$ cat config.mk
export PLATFORM = sky130hd
export DESIGN_NAME = rv32_mod_muldiv
export DESIGN_NICKNAME = d
export VERILOG_FILES = /design/src/rtl/rv32_pkg.sv /design/src/rtl/rv32_mod_muldiv_step.sv /design/src/rtl/rv32_mod_muldiv.sv
export SDC_FILE = /design/constraint.sdc
export NUM_CORES = 1
export LEC_CHECK = 0
export CAP_MARGIN = 20
export CORE_UTILIZATION = 35
export DETAILED_ROUTE_END_ITERATION = 10
export GPL_ROUTABILITY_DRIVEN = 0
export PLACE_DENSITY = 0.6
export SLEW_MARGIN = 20
export SYNTH_ARGS = -nofsm -noshare
export SYNTH_HDL_FRONTEND = slang
export SYNTH_SLANG_ARGS = --single-unit
export TNS_END_PERCENT = 10
$ cat constraint.sdc
create_clock -name clk_i -period 6.1 [get_ports clk_i]
set_clock_uncertainty 0.2 [all_clocks]
set_input_delay 0.61 -clock clk_i [delete_from_list [all_inputs] [get_ports clk_i]]
set_output_delay 0.61 -clock clk_i [all_outputs]
set_load 0.05 [all_outputs]
$ cat src/rtl/rv32_pkg.sv
// Shared types for the rv32imc_ss multiply/divide unit.
package rv32_pkg;

  // funct3 encodings of the RV32M operations.
  typedef enum logic [2:0] {
    OpMul    = 3'b000,
    OpMulh   = 3'b001,
    OpMulhsu = 3'b010,
    OpMulhu  = 3'b011,
    OpDiv    = 3'b100,
    OpDivu   = 3'b101,
    OpRem    = 3'b110,
    OpRemu   = 3'b111
  } muldiv_op_e;

  typedef enum logic [1:0] {
    StIdle,
    StBusy,
    StDone
  } muldiv_state_e;

  localparam logic [31:0] IntMin  = 32'h8000_0000;
  localparam logic [31:0] AllOnes = 32'hFFFF_FFFF;

endpackage

$ cat src/rtl/rv32_mod_muldiv_step.sv
// One iteration of the shared shift-add / restoring-divide datapath.
// Multiply consumes multiplier bits MSB first: acc = 2*acc + bit*b.
// Divide shifts the next dividend bit into the partial remainder and
// trial-subtracts the divisor.
module rv32_mod_muldiv_step
  import rv32_pkg::*;
(
  input  logic        is_div_i,
  input  logic [63:0] acc_i,
  input  logic        bit_i,
  input  logic [31:0] opb_i,
  output logic [63:0] acc_o,
  output logic        qbit_o
);

  logic [32:0] shifted;
  logic [33:0] diff;

  // Single combinational step for either mode.
  always_comb begin
    shifted = {acc_i[31:0], bit_i};
    diff    = {1'b0, shifted} - {2'b00, opb_i};
    qbit_o  = 1'b0;
    acc_o   = '0;
    if (is_div_i) begin
      // Non-negative difference means the divisor fits: keep it, quotient bit 1.
      qbit_o = ~diff[33];
      acc_o  = {31'b0, (diff[33] ? shifted : diff[32:0])};
    end else begin
      acc_o = {acc_i[62:0], 1'b0} + (bit_i ? {32'b0, opb_i} : 64'b0);
    end
  end

endmodule

$ cat src/rtl/rv32_mod_muldiv.sv
// Iterative RV32M multiply/divide unit: FSM, iteration counter, sign fixup
// and special-case detection around the shared step datapath.
module rv32_mod_muldiv
  import rv32_pkg::*;
(
  input  logic        clk_i,
  input  logic        rstn_i,
  input  logic        kill_i,
  input  logic        req_valid_i,
  output logic        req_ready_o,
  input  logic [2:0]  func_i,
  input  logic [31:0] read0_data_i,
  input  logic [31:0] read1_data_i,
  output logic        resp_valid_o,
  input  logic        resp_ready_i,
  output logic [31:0] result_o,
  output logic        stall_o
);

  muldiv_state_e state_q, state_d;
  muldiv_op_e    op_q, op_d, op_in;
  logic [4:0]    count_q, count_d;
  logic          neg_q, neg_d;
  logic [31:0]   a_q, a_d;       // multiplier / dividend, later quotient
  logic [31:0]   b_q, b_d;       // multiplicand / divisor magnitude
  logic [63:0]   acc_q, acc_d;   // product accumulator / partial remainder
  logic [31:0]   result_q, result_d;

  logic        a_sgn, b_sgn, sign_a, sign_b, neg_in;
  logic [31:0] mag_a, mag_b;
  logic        div0, ovf, special;
  logic [31:0] special_res;
  logic [63:0] step_acc, prod_fix;
  logic        step_qbit;
  logic [31:0] div_word, div_fix, final_res;

  rv32_mod_muldiv_step u_step (
    .is_div_i (op_q[2]),
    .acc_i    (acc_q),
    .bit_i    (a_q[31]),
    .opb_i    (b_q),
    .acc_o    (step_acc),
    .qbit_o   (step_qbit)
  );

  // Operand decode at accept: signedness, magnitudes, result sign, special cases.
  always_comb begin
    op_in  = muldiv_op_e'(func_i);
    // MUL is treated as signed x signed so it shares the negate path.
    a_sgn  = op_in inside {OpMul, OpMulh, OpMulhsu, OpDiv, OpRem};
    b_sgn  = op_in inside {OpMul, OpMulh, OpDiv, OpRem};
    sign_a = a_sgn & read0_data_i[31];
    sign_b = b_sgn & read1_data_i[31];
    mag_a  = sign_a ? (~read0_data_i + 32'd1) : read0_data_i;
    mag_b  = sign_b ? (~read1_data_i + 32'd1) : read1_data_i;
    neg_in = (op_in inside {OpRem, OpRemu}) ? sign_a : (sign_a ^ sign_b);
    div0   = (read1_data_i == 32'd0);
    ovf    = (op_in inside {OpDiv, OpRem}) && (read0_data_i == IntMin) &&
             (read1_data_i == AllOnes);
    special = func_i[2] && (div0 || ovf);
    if (div0) begin
      special_res = func_i[1] ? read0_data_i : AllOnes;
    end else begin
      special_res = func_i[1] ? 32'd0 : IntMin;
    end
  end

  // Final sign fixup and output word selection, valid on the last iteration.
  always_comb begin
    prod_fix  = neg_q ? (~step_acc + 64'd1) : step_acc;
    div_word  = op_q[1] ? step_acc[31:0] : {a_q[30:0], step_qbit};
    div_fix   = neg_q ? (~div_word + 32'd1) : div_word;
    if (op_q[2]) begin
      final_res = div_fix;
    end else if (op_q == OpMul) begin
      final_res = prod_fix[31:0];
    end else begin
      final_res = prod_fix[63:32];
    end
  end

  // Next-state logic; kill overrides everything and returns to idle.
  always_comb begin
    state_d  = state_q;
    op_d     = op_q;
    count_d  = count_q;
    neg_d    = neg_q;
    a_d      = a_q;
    b_d      = b_q;
    acc_d    = acc_q;
    result_d = result_q;
    unique case (state_q)
      StIdle: begin
        if (req_valid_i && !kill_i) begin
          op_d    = op_in;
          neg_d   = neg_in;
          a_d     = mag_a;
          b_d     = mag_b;
          acc_d   = '0;
          count_d = '0;
          if (special) begin
            result_d = special_res;
            state_d  = StDone;
          end else begin
            state_d = StBusy;
          end
        end
      end
      StBusy: begin
        acc_d   = step_acc;
        a_d     = {a_q[30:0], step_qbit};
        count_d = count_q + 5'd1;
        if (count_q == 5'd31) begin
          result_d = final_res;
          state_d  = StDone;
        end
      end
      StDone: begin
        if (resp_ready_i) state_d = StIdle;
      end
      default: state_d = StIdle;
    endcase
    if (kill_i) state_d = StIdle;
  end

  // State registers with synchronous active-low reset.
  always_ff @(posedge clk_i) begin
    if (!rstn_i) begin
      state_q  <= StIdle;
      op_q     <= OpMul;
      count_q  <= '0;
      neg_q    <= 1'b0;
      a_q      <= '0;
      b_q      <= '0;
      acc_q    <= '0;
      result_q <= '0;
    end else begin
      state_q  <= state_d;
      op_q     <= op_d;
      count_q  <= count_d;
      neg_q    <= neg_d;
      a_q      <= a_d;
      b_q      <= b_d;
      acc_q    <= acc_d;
      result_q <= result_d;
    end
  end

  assign req_ready_o  = (state_q == StIdle);
  assign stall_o      = (state_q != StIdle);
  assign resp_valid_o = (state_q == StDone);
  assign result_o     = result_q;

endmodule
==> results by group, run 1 <==
Drt
  – Vias per cell: 6.58
  – Total Routed Length: 86.7 mm
  – Routed Antenna Nets: 0
  – DRT Pass-1 Iters: 6
  – DRC: 0
  – Vias post-DR: 23,148
  – Starting DRT DRC Count: 3,076
  – Drt wl/cell: 24.6 microns

Layout
  – Area grow syn2layout: 15.1%
  – Fill cells: 5,644
  – Share of cells above drive strength 1: 0.0918
  – Area of the multi-input gates: 14,600 sq um
  – Design Area, Final: 21,800 sq um
  – Nets: 2,964
  – Register area: 3410 sq um
  – ANT cells: 0

Critical path
  – Crit path capture type: flip-flop
  – Element type at the critical path start: flip-flop
  – CP startpoint: a_q[31]
  – Critical Path AT: 6300 ps
  – Worst-path fanout max: 30
  – WS Path Type: flip-flop to flip-flop
  – Reg2reg start: a_q[31]
  – CP required: 6310 ps

Synth
  – Cells after Synth: 2,766
  – Sequential area share after synthesis: 0.180
  – Syn_area_per_cell: 6.84 sq um
  – Yosys reg bits: 170
  – Area share of the largest cell type after synthesis: 0.180
  – Ys async rst share: 0
  – EDFF count, synth: 0
  – Synth unique cells: 103
  – Syn Std Cell Area: 18,900 sq um
  – Largest area contributor in the netlist: dfxtp_1
  – Synth warnings: 0
  – Net Count, Synth: 2,911
  – Area contributors post-synth: dfxtp_1 (18%), a21oi_1 (6.9%), nor2_1 (6.5%)
  – Top_reg_cell synth: dfxtp_1

Power
  – Logic pwr share: 0.331
  – Static Leakage: 7.86 nW
  – Maximum VDD drop: 209 uV
  – Switching pwr: 0.00137 W
  – Net Sw Frac: 0.394
  – Pint: 0.00211 W
  – Clock Power Share: 0.329
  – Seq pwr share: 0.340
  – PwrDens: 160 nW/um^2

Clock network
  – Max Root-Sink Buffers: 2
  – CTS tree: done
  – Clock Pin Slew Worst Setup and Hold Paths: 80 ps
  – Post-CTS Hold Fix Bufs: 0
  – Number of buffers created by CTS: 17
  – CTS root buf: clkbuf_16
  – # clock sinks: 170
  – Latest clock arrival within the worst-skew pair: 480 ps
  – H-tree depth: 4

Timing
  – TNS Setup: 0 ps
  – Fmax: 0.164 GHz
  – Relative slew slack: 0.329
  – Final cycle utilization of the critical path: 0.998
  – Post-layout min period: 6090 ps
  – Slew @ Worst Pin: 1010 ps
  – RSZ-0062 raised after global routing: true
  – Max Slew Vio Count: 0
  – Final setup violation count: 0
  – Final hold violation count: 0

Flow run
  – Max cap viols: 0

Floorplanning
  – Chip width: 234 microns
  – Row count: 84
  – Initial core utilization: 0.357
  – Die H: 234 microns
  – Core ar.: 53,000 sq um
  – Die area: 55,000 sq um
  – I/O pin count: 107

Global route
  – Number of global-route vias before repair: 21,362
  – Largest net degree at the start of global routing: 89
  – Total track usage: 0.313
  – Grt total ovfl: 0
  – First-pass GRT wire length: 131 mm
  – Initial antenna violation count: 1

Worst hold path
  – Hold WC Path Type: flip-flop to flip-flop
  – Hold path startpoint: b_q[31]

Placement
  – Post-DP Area: 21,100 sq um
  – PortBufs: 106
  – DP Wirelength: 66.2 mm

Run status
  – Status: finished clean
-- power groups by stage --
stage	combinational (W)	sequential (W)	clock [W]
global placement	0.00108	0.00120	0
global route	0.00122	0.00119	0.00119
finish	0.00115	0.00118	0.00114
CTS	0.00109	0.00118	0.00115
detailed placement	0.00109	0.00121	0
floorplan	0.000702	0.00118	0
-- layer usage --
metal,vias to the layer above,global-route usage,routed length (microns)
li1,10444,-,-
met1,10814,0.403,34400
met2,1572,0.477,36900
met3,316,0.0745,10100
met4,2,0.177,5330
met5,-,0,13
-- final timing paths --
path	to	slack (ps)	cells past startpoint
min reg2reg	b_q[31]	270	2
max reg2reg	result_o[11]	10	21
min	b_q[31]	270	2
max	result_o[11]	10	21
-- through the flow --
step                      setup WS, ps  cells  total power, W  utilization  hold WS [ps]
after global placement            -467   3484         0.00228        0.398           246
after detailed placement          -114   3485         0.00230        0.398           262
after CTS                         28.0   3517         0.00342        0.409           271
after floorplan                    579   2766         0.00189            -           232
final                             10.8   3520         0.00348        0.411           273
after global routing             -67.1   3520         0.00360        0.411           295
-- cells in the final DEF, fill, tap and decap left out, types with 46 or more instances in the layout --
cell type | synthesis | layout
xnor2_1 | 93 | 93
buf_4 | 2 | 116
or3_1 | 46 | 46
nand2_1 | 284 | 284
ha_1 | 71 | 70
nor3_1 | 75 | 72
a21oi_1 | 259 | 257
inv_1 | 65 | 65
nand4_1 | 61 | 61
a31oi_1 | 61 | 61
o21ai_0 | 172 | 170
clkdlybuf4s50_1 | 0 | 106
xor2_1 | 70 | 70
nor2_1 | 326 | 321
nand3_1 | 121 | 121
a211oi_1 | 58 | 55
dfxtp_1 | 170 | 167
-- worst max-delay path, cell delays in order, from the launching register on --
cell	delay (ps)
dfxtp_1	350
inv_1	130
buf_12	200
nor2_1	90
ha_1	440
nand4_1	240
or3_1	500
a211oi_2	340
buf_4	190
nor2_1	120
xnor2_1	460
nor2_1	200
a222oi_1	650
a21oi_2	70
and2_0	320
nand4_1	160
buf_4	190
o31ai_1	100
xnor2_1	430
o21ai_0	260
buf_4	210
a31oi_1	160
-- sequential cells by signal, summed over array words and instances (netlist names) --
name,count
acc_q,63
a_q,32
b_q,32
result_o,32
count_q,5
op_q,3
state_q,2
neg_q,1
-- layout make-up --
class,instances,area share
clock inverter,13,0.00592
multi-input combinational,2334,0.672
tap,688,0.0395
sequential,170,0.157
timing repair buffer,228,0.0938
inverter,68,0.0118
clock buffer,19,0.0208
-- cell families (layout without fill, tap and decap cells) --
family,after synthesis,after routing,share of synthesized area
buf+inv,262,328,0.0541
fa+ha+maj,73,73,0.0491
simple gates,1132,1132,0.295
flops,170,170,0.180
compound gates,924,924,0.323
mux,42,42,0.0233
xor+xnor,163,163,0.0755
-- cells in the mapped netlist, drive strengths merged (30+ instances only) --
cell type,instances
a211oi,59
a21o,32
a21oi,261
a22oi,37
a31oi,61
buf,30
clkbuf,164
dfxtp,170
ha,71
inv,67
nand2,284
nand3,123
nand4,63
nor2,326
nor3,75
nor4,38
o21ai,178
o31ai,36
or3,46
xnor2,93
xor2,70
-- timing repair --
| item | in CTS | in global routing |
|---|---|---|
| setup endpoints to repair | 1 | 16 |
| buffers inserted | 0 | 3 |
| gates resized for setup | 2 | 21 |
| pin swaps | 0 | 3 |
(Power assumes the default switching activity.)
==> run 2: changes to the inputs <==
--- a/config.mk
+++ b/config.mk
@@ -5,7 +5,6 @@
 export SDC_FILE = /design/constraint.sdc
 export NUM_CORES = 1
 export LEC_CHECK = 0
-export CAP_MARGIN = 20
 export CORE_UTILIZATION = 35
 export DETAILED_ROUTE_END_ITERATION = 10
 export GPL_ROUTABILITY_DRIVEN = 0
==> results of run 2 <==
Same layout as run 1: the final DEF is identical, and so are final timing and power.
